--- config.mk ---
export PLATFORM = sky130hd
export DESIGN_NAME = operand_loader_flat
export DESIGN_NICKNAME = d
export VERILOG_FILES = /design/src/rtl/operand_loader_if.sv /design/src/rtl/operand_loader.sv /design/src/flat_wrapper.sv
export SDC_FILE = /design/constraint.sdc
export NUM_CORES = 1
export LEC_CHECK = 0
export BUFFER_PORTS_ARGS = -buffer_cell sky130_fd_sc_hd__clkbuf_2
export CAP_MARGIN = 20
export CORE_AREA = 10 10 80 82
export DETAILED_ROUTE_END_ITERATION = 16
export DIE_AREA = 0 0 90 92
export PLACE_DENSITY = 0.83
export REMOVE_ABC_BUFFERS = 1
export SYNTH_ARGS = -nofsm -noshare
export SYNTH_HDL_FRONTEND = slang
export SYNTH_SLANG_ARGS = --single-unit
--- constraint.sdc ---
create_clock -name clk -period 1.5 [get_ports clk]
set_input_delay 0 -clock clk [delete_from_list [all_inputs] [get_ports clk]]
set_output_delay 0 -clock clk [all_outputs]
set_load 0.02 [all_outputs]
--- src/rtl/operand_loader_if.sv ---
// Byte-stream in / assembled-operand out bus of the operand loader.
// master = producer/consumer side, slave = the loader itself.
interface operand_loader_if;
  logic [7:0]  in_data;
  logic        in_valid;
  logic        in_ready;
  logic        flush;
  logic [4:0]  out_a;
  logic [15:0] out_b;
  logic [15:0] out_c;
  logic        out_valid;
  logic        out_ready;
  logic        frame_err;
  logic [7:0]  frame_cnt;

  modport master (
    output in_data, in_valid, flush, out_ready,
    input  in_ready, out_a, out_b, out_c, out_valid, frame_err, frame_cnt
  );

  modport slave (
    input  in_data, in_valid, flush, out_ready,
    output in_ready, out_a, out_b, out_c, out_valid, frame_err, frame_cnt
  );
endinterface

--- src/rtl/operand_loader.sv ---
// Assembles 5-byte little-endian frames (A, B lo/hi, C lo/hi) into operands
// and holds each frame until the downstream consumer accepts it.
module operand_loader #(
  parameter bit CHECK_PAD = 1'b1
) (
  input  logic              clk,
  input  logic              rst_n,
  operand_loader_if.slave   bus
);

  localparam int unsigned A_W   = 5;
  localparam int unsigned OP_W  = 16;
  localparam int unsigned CNT_W = 8;

  typedef enum logic [2:0] {LD_A, LD_B0, LD_B1, LD_C0, LD_C1, HOLD} state_e;

  state_e            state_q, state_d;
  logic [A_W-1:0]    out_a_q, out_a_d;
  logic [OP_W-1:0]   out_b_q, out_b_d;
  logic [OP_W-1:0]   out_c_q, out_c_d;
  logic              pad_q, pad_d;
  logic              out_valid_q, out_valid_d;
  logic              in_ready_q, in_ready_d;
  logic              frame_err_q, frame_err_d;
  logic [CNT_W-1:0]  frame_cnt_q, frame_cnt_d;
  logic              xfer;

  // Next-state and datapath; flush only applies while loading.
  always_comb begin
    state_d     = state_q;
    out_a_d     = out_a_q;
    out_b_d     = out_b_q;
    out_c_d     = out_c_q;
    pad_d       = pad_q;
    frame_cnt_d = frame_cnt_q;
    frame_err_d = 1'b0;
    xfer        = bus.in_valid && in_ready_q;

    if ((state_q != HOLD) && bus.flush) begin
      state_d = LD_A;
      pad_d   = 1'b0;
    end else begin
      unique case (state_q)
        LD_A: if (xfer) begin
          out_a_d = bus.in_data[4:0];
          pad_d   = CHECK_PAD && (bus.in_data[7:5] != 3'b000);
          state_d = LD_B0;
        end
        LD_B0: if (xfer) begin
          out_b_d[7:0] = bus.in_data;
          state_d      = LD_B1;
        end
        LD_B1: if (xfer) begin
          out_b_d[15:8] = bus.in_data;
          state_d       = LD_C0;
        end
        LD_C0: if (xfer) begin
          out_c_d[7:0] = bus.in_data;
          state_d      = LD_C1;
        end
        LD_C1: if (xfer) begin
          out_c_d[15:8] = bus.in_data;
          state_d       = HOLD;
        end
        HOLD: if (bus.out_ready) begin
          state_d     = LD_A;
          frame_cnt_d = frame_cnt_q + 8'd1;
          frame_err_d = pad_q;
          pad_d       = 1'b0;
        end
        default: state_d = LD_A;
      endcase
    end

    in_ready_d  = (state_d != HOLD);
    out_valid_d = (state_d == HOLD);
  end

  always_ff @(posedge clk) begin
    if (!rst_n) begin
      state_q     <= LD_A;
      out_a_q     <= '0;
      out_b_q     <= '0;
      out_c_q     <= '0;
      pad_q       <= 1'b0;
      out_valid_q <= 1'b0;
      in_ready_q  <= 1'b1;
      frame_err_q <= 1'b0;
      frame_cnt_q <= '0;
    end else begin
      state_q     <= state_d;
      out_a_q     <= out_a_d;
      out_b_q     <= out_b_d;
      out_c_q     <= out_c_d;
      pad_q       <= pad_d;
      out_valid_q <= out_valid_d;
      in_ready_q  <= in_ready_d;
      frame_err_q <= frame_err_d;
      frame_cnt_q <= frame_cnt_d;
    end
  end

  // in_ready is gated by rst_n so it reads low throughout reset cycles.
  assign bus.in_ready  = in_ready_q && rst_n;
  assign bus.out_a     = out_a_q;
  assign bus.out_b     = out_b_q;
  assign bus.out_c     = out_c_q;
  assign bus.out_valid = out_valid_q;
  assign bus.frame_err = frame_err_q;
  assign bus.frame_cnt = frame_cnt_q;

endmodule

--- src/flat_wrapper.sv ---
// flat-port wrapper written by rule: the top's interface ports become plain ports
module operand_loader_flat 
#(
  parameter bit CHECK_PAD = 1'b1
)
  (clk, rst_n, bus_in_data, bus_in_valid, bus_flush, bus_out_ready, bus_in_ready, bus_out_a, bus_out_b, bus_out_c, bus_out_valid, bus_frame_err, bus_frame_cnt);
  operand_loader_if bus_i ();
  input  logic clk;
  input  logic rst_n;
  input wire logic [$bits(bus_i.in_data)-1:0] bus_in_data;
  input wire logic [$bits(bus_i.in_valid)-1:0] bus_in_valid;
  input wire logic [$bits(bus_i.flush)-1:0] bus_flush;
  input wire logic [$bits(bus_i.out_ready)-1:0] bus_out_ready;
  output wire logic [$bits(bus_i.in_ready)-1:0] bus_in_ready;
  output wire logic [$bits(bus_i.out_a)-1:0] bus_out_a;
  output wire logic [$bits(bus_i.out_b)-1:0] bus_out_b;
  output wire logic [$bits(bus_i.out_c)-1:0] bus_out_c;
  output wire logic [$bits(bus_i.out_valid)-1:0] bus_out_valid;
  output wire logic [$bits(bus_i.frame_err)-1:0] bus_frame_err;
  output wire logic [$bits(bus_i.frame_cnt)-1:0] bus_frame_cnt;
  assign bus_i.in_data = bus_in_data;
  assign bus_i.in_valid = bus_in_valid;
  assign bus_i.flush = bus_flush;
  assign bus_i.out_ready = bus_out_ready;
  assign bus_in_ready = bus_i.in_ready;
  assign bus_out_a = bus_i.out_a;
  assign bus_out_b = bus_i.out_b;
  assign bus_out_c = bus_i.out_c;
  assign bus_out_valid = bus_i.out_valid;
  assign bus_frame_err = bus_i.frame_err;
  assign bus_frame_cnt = bus_i.frame_cnt;
  operand_loader #(.CHECK_PAD(CHECK_PAD)) u_core (.clk(clk), .rst_n(rst_n), .bus(bus_i));
endmodule
==> impl_results.md, run 1 <==
* CTS Buffer Depth at 2
* Worst Slack Setup Final at 0.0446 ns
* Uppermost layer routed: met4
* Met2 WL at 3080 um
* Synth unique cells at 34
* Core area at 4910 sq um
* Hold crit path type: primary input to flip-flop
* CTS tree: built
* Worst skew pair latency at 0.31 ns
* Routed metal-1 wire length at 2630 um
* Final setup violation count at 0
* FF-to-FF setup slack at 0.04 ns
* Warnings from Yosys at 0
* Leak at 1.09 nW
* Synth top area share at 48.4%
* Vias in the first global route at 2084
* CP Depth at 3
* Vias per cell at 5.61
* Die height at 92 um
* Drt first pass iters at 4
* CTS Buf Count at 5
* CP max stage cell: or4_1
* Sequential share of power at 57.1%
* H-tree Lvls at 2
* Largest net degree at the start of global routing at 30
* Largest delay share family, worst path: simple AND/OR/NAND/NOR gates
* Final Wtd Congestion at 0.790
* Post-Synth Adder-Cell Area at 0.581%
* Max Slew Vio Count at 0
* Drt initial violations at 225
* WL/cell at 16.1 um
* Final Hold Viols at 0
* Comb pwr share at 8.9%
* Global route overflow at 0
* CP Buf/Inv Count at 0
* Post-synthesis xor/xnor area fraction at 0.814%
* Crit-path max cell delay at 0.51 ns
* Fin cells at 401
* Arrival time of the worst setup path at 1.67 ns
* Vias at 2248
* Worst vdd ir at 536 uV
* P_int at 1.85 mW
* Cell Chain, Critical Path: or2_1 -> or4_1 -> a221oi_1
* HPWL Detailed at 4540 um
* Setup_tns at 0 ns
* Crit path required time at 1.71 ns
* Primary FF master, synth: dfxtp_1
* Overall power at 2.45 mW
* Initial Util at 43.8%
* Synth area leaders: dfxtp_1 (48%), a21oi_1 (10%), nand3_1 (9.3%)
* Die W at 90 um
* FP Rows at 26
* Most frequent cells in the layout: clkbuf_2 (60), dfxtp_1 (49), a21oi_1 (44), nand3_1 (40), o21ai_0 (38)
* Commonest non-fill, non-tap cell in the layout: clkbuf_2
* Crit path to: u_core.pad_q
* Switching power at 603 uW
* P per Cell Area at 873 nW/um^2
* F_max at 687 MHz
* Nets at 344
* Mapped Cells at 259
* Number of synthesized flops with an enable pin at 0
* Worst-path clk slew at 0.09 ns
* Drc violations at 0
* Dominant combinational cell family by area after synthesis: compound AO/OA/AOI/OAI gates
* Placed Cells at 387
* Crit path max fanout at 6
* R2R Path End: u_core.pad_q
* Area leader, netlist: dfxtp_1
* Io pins at 61
* Die ar. at 8280 sq um
* Register area share after synthesis at 48.4%
* Outcome: finished, final reports clean
* Setup slack at placement at -0.0238 ns
* Clk_skew at 0.00417 ns
* Area delta synth->final at 30.5%
* Critical path startpoint: u_core.state_q[1]
* Complex-gate fraction of the synthesized area at 22.5%
* Crit path kind: flip-flop to flip-flop
* Critical path launch point type: flip-flop
* Clock power frac at 34.0%
* Initial antenna violation count at 0
* FFs w/ async S/R, synth at 0%
* Sw Share at 24.6%
* # diodes at 0
* Worst slew pin tran at 0.365 ns
* Synth Cell Area at 2150 sq um
* Post-synthesis mux area share at 1.40%
* CTS root buffer: clkbuf_8
* Final ANT Viol Nets at 0
* Final Cycle Share at 97.0%
* Met3 wire length at 569 um
* Clock sink count at 52
* Layout cell share with drive strength beyond 1 at 29.3%
* Flops & latches, synth at 52
* Reg2reg path depth at 3
* Worst Setup End Kind: flip-flop
* Layout fillers at 461
* Global-route usage over all layers at 14.9%
* Final min period at 1.46 ns
* Worst slew margin at 75.4%
* Reg2reg start: u_core.state_q[1]
* Max capacitance violation total at 0
* DRT Wirelength at 6440 um
* Syn Area/Cell at 8.31 sq um
* Port bufs at 60
* Post-synthesis simple-gate area fraction at 21.4%
* First-pass GRT wire length at 10300 um
==> cells by family (layout without fill, tap and decap cells) <==
group                      after synthesis  after routing
AOI/OAI and AO/OA                       91             91
and+or+nand+nor                         83             83
buffers and inverters                   27             99
muxes                                    3              3
DFF                                     52             52
adders and majority gates                1              1
xor gates and xnor gates                 2              2
==> worst min-delay path, stage by stage <==
cell	delay (ns)
clkbuf_2	0.11
mux2i_1	0.09
nand3_1	0.08
==> cells in the mapped netlist (2+ instances only) <==
cell,number
a21oi_1,44
a221oi_1,2
and2_1,3
buf_1,3
buf_2,3
clkbuf_1,16
dfxtp_1,52
inv_1,4
mux2i_1,3
nand2_1,11
nand2b_1,4
nand3_1,40
nor2_1,4
nor2b_1,3
nor4_1,2
o21ai_0,38
o31ai_1,4
or3_1,2
or4_1,5
xor2_1,2
==> how the worst min path moves through the flow <==
stage | cells past startpoint | endpoint | startpoint
2_1_floorplan | 1 | u_core.state_q[1] | bus_flush
3_3_place_gp | 3 | u_core.bus.frame_err | rst_n
3_5_place_dp | 3 | u_core.bus.frame_err | rst_n
4_1_cts | 3 | u_core.bus.out_a[0] | bus_in_data[0]
5_1_grt | 3 | u_core.bus.out_c[1] | bus_in_data[1]
6_report | 3 | u_core.in_ready_q | bus_out_ready
==> metal layers <==
| metal | vias up | track usage [%] |
|---|---|---|
| met5 | - | 0 |
| met2 | 92 | 24.9 |
| met1 | 1059 | 17.6 |
| met4 | 0 | 5.57 |
| li1 | 1081 | - |
| met3 | 16 | 4.32 |
==> stage by stage <==
| step | utilization (%) | hold slack [ns] | instance area (sq um) |
|---|---|---|---|
| after floorplan | - | 0.0787 | 2060 |
| after global placement | 53.6 | 0.264 | 2630 |
| after detailed placement | 53.6 | 0.272 | 2630 |
| after CTS | 56.2 | 0.00114 | 2760 |
| after global routing | 57.2 | 0.0150 | 2810 |
| final | 57.2 | 0.0103 | 2810 |
==> cell type report <==
cell class,count,area [sq um],share of cell area (%)
Sequential cell,52,1040,37.2
Multi-Input combinational cell,180,1020,36.4
Timing Repair Buffer,87,544,19.4
Inverter,4,15.0,0.535
Clock buffer,7,86.3,3.07
Tap cell,70,87.6,3.12
Clock inverter,1,7.51,0.267
==> timing repair <==
item / 4_1_cts / 5_1_grt
pin swaps: 0 / 3
setup endpoints to repair: 5 / 7
hold endpoints to repair: 7 / 0
buffers inserted: 0 / 2
hold buffers: 3 / 0
gates cloned: 0 / 1
resized for setup: 1 / 4
==> power by group through the flow <==
stage / clock, mW / combinational [mW] / sequential (mW)
5_1_grt: 0.913 / 0.239 / 1.40
3_5_place_dp: 0 / 0.197 / 1.43
2_1_floorplan: 0 / 0.0737 / 1.45
6_report: 0.833 / 0.219 / 1.40
4_1_cts: 0.847 / 0.204 / 1.40
3_3_place_gp: 0 / 0.197 / 1.43
==> sequential cells by signal, summed over array words and instances (netlist names) <==
name                  count
u_core.bus.frame_cnt      8
u_core.bus.out_a          5
u_core.in_ready_q         1
u_core.pad_q              1
u_core.bus.out_c         16
u_core.bus.out_valid      1
u_core.state_q            3
u_core.bus.out_b         16
u_core.bus.frame_err      1
Note: power is estimated with default switching activity, not from simulation.
==> inputs of run 2 (changes only) <==
--- a/config.mk
+++ b/config.mk
@@ -10,7 +10,7 @@
 export CORE_AREA = 10 10 80 82
 export DETAILED_ROUTE_END_ITERATION = 16
 export DIE_AREA = 0 0 90 92
-export PLACE_DENSITY = 0.83
+export PLACE_DENSITY = 0.77
 export REMOVE_ABC_BUFFERS = 1
 export SYNTH_ARGS = -nofsm -noshare
 export SYNTH_HDL_FRONTEND = slang
==> run 2 against run 1 <==
Against the previous run: utilization fell by 1.6 points; flip-flop and latch count stayed put; power down 2.9%; via count is 2.7% lower; non-clock buffer count down 7; worst hold slack got worse by 0.00069 ns; wire length down 0.42%; critical path depth up 1.
==> impl_results.md, run 2 (same netlist as run 1, synthesis figures left out) <==
* FF-to-FF setup slack at 0.07 ns
* Vias at 2187
* Final Hold Viols at 0
* Max capacitance violation total at 0
* CTS Buf Count at 5
* Met2 WL at 2940 um
* Final ANT Viol Nets at 0
* Cell area after layout at 2730 sq um
* # diodes at 0
* P per Cell Area at 872 nW/um^2
* Io pins at 61
* Final Cycle Share at 95.6%
* Area delta synth->final at 26.9%
* Hold-critical path endpoint: u_core.bus.out_b[12]
* Final min period at 1.43 ns
* Hold path depth at 3
* Vias per cell at 5.56
* WL/cell at 16.3 um
* Reg2reg path depth at 4
* Crit path kind: flip-flop to flip-flop
* Routed metal-1 wire length at 2910 um
* Die ar. at 8280 sq um
* R2R Path End: u_core.bus.frame_cnt[6]
* Critical path launch point type: flip-flop
* Drt first pass iters at 5
* Reg2reg start: u_core.state_q[1]
* First-pass GRT wire length at 10500 um
* Core area at 4910 sq um
* FP Rows at 26
* Clk_skew at 0.00549 ns
* Met3 wire length at 503 um
* Drc violations at 0
* Die W at 90 um
* Nets at 337
* Die height at 92 um
* Arrival time of the worst setup path at 1.68 ns
* Global route overflow at 0
* Placed Cells at 384
* H-tree Lvls at 2
* Crit path max fanout at 12
* Placed Instance Area at 2610 sq um
* Drt initial violations at 129
* Max Slew Vio Count at 0
* Most frequent cells in the layout: clkbuf_2 (60), dfxtp_1 (49), a21oi_1 (43), nand3_1 (40), o21ai_0 (38)
* Initial Util at 43.8%
* Vias in the first global route at 2135
* Layout cell share with drive strength beyond 1 at 28.8%
* Hold Startpoint: bus_in_data[4]
* Hold crit path type: primary input to flip-flop
* Fin cells at 393
* CTS Buffer Depth at 2
* Worst hold slack at 0.00959 ns
* Crit path required time at 1.75 ns
* Global-route usage over all layers at 15.1%
* Port bufs at 60
* Worst-path clk slew at 0.09 ns
* Worst Setup End Kind: flip-flop
* Outcome: finished, final reports clean
* DRT Wirelength at 6410 um
* CTS tree: built
* Worst slew margin at 76.8%
* Clock sink count at 52
* Fin util at 55.6%
* Largest net degree at the start of global routing at 30
* Final Wtd Congestion at 0.797
* Commonest non-fill, non-tap cell in the layout: clkbuf_2
* Worst slew pin tran at 0.347 ns
* Final setup violation count at 0
* Worst Slack Setup Final at 0.0661 ns
* Setup slack at placement at -0.0115 ns
* Post CTS Setup Buffer Count at 0
* HPWL Detailed at 4450 um
* Initial antenna violation count at 0
* F_max at 697 MHz
* Uppermost layer routed: met4
* CTS root buffer: clkbuf_8
* Leak at 1.04 nW
* Worst vdd ir at 500 uV
* Worst skew pair latency at 0.31 ns
* RSZ-0062 raised after global routing: false
run 2: cell count changes in the layout (fill, tap and decap cells not counted), sizes merged:
cell         before  now
buf              23   18
clkbuf           68   65
clkinv            0    1
dlygate4sd3       3    2
run 2: worst max-delay path by stage:
stage | start | endpoint | slack [ns] | cells after the start
final | u_core.state_q[1] | u_core.bus.frame_cnt[6] | 0.07 | 4
after global routing | u_core.state_q[1] | u_core.bus.frame_cnt[6] | 0.004 | 4
after floorplan | u_core.state_q[2] | u_core.bus.out_a[0] | -1.50 | 3
after CTS | u_core.state_q[2] | u_core.bus.frame_cnt[7] | 0.04 | 4
after global placement | u_core.state_q[0] | u_core.bus.out_c[15] | 0.03 | 3
after detailed placement | u_core.state_q[2] | u_core.bus.out_c[8] | -0.01 | 3
run 2: routing by layer:
layer	track usage, %	vias up
met4	3.58	0
met2	24.2	86
met3	4.89	6
met1	19.3	1025
li1	-	1070
met5	0	-
run 2: what timing repair did:
item                                    in CTS  in global routing
resized for setup                            1                  5
endpoints found under the setup margin       7                 19
hold endpoints to repair                     3                  0
hold buffers                                 2                  0
run 2: critical path: stages, from the launching register on:
cell	delay, ns
dfxtp_2	0.35
nand4b_1	0.17
buf_4	0.20
or4_1	0.50
a21oi_2	0.15
run 2: area by class of cell:
class	count	area, sq um
multi-input combinational	180	1030
sequential	52	1040
inverter	4	15.0
fill	474	2180
clock buffer	5	68.8
tap	70	87.6
clock inverter	2	12.5
timing repair buffer	80	468
run 2: power by group:
group | leakage [nW] | internal (mW) | switching, mW | total (mW)
clock network | 0.0400 | 0.317 | 0.461 | 0.778
registers | 0.421 | 1.39 | 0.00802 | 1.40
logic | 0.584 | 0.0683 | 0.136 | 0.204
total | 1.04 | 1.78 | 0.605 | 2.38
run 2: stage by stage:
stage,setup TNS (ns),total power [mW]
after floorplan,-45.04,1.52
after global placement,0,1.63
after detailed placement,-0.0197,1.63
after CTS,0,2.40
after global routing,0,2.47
final,0,2.38
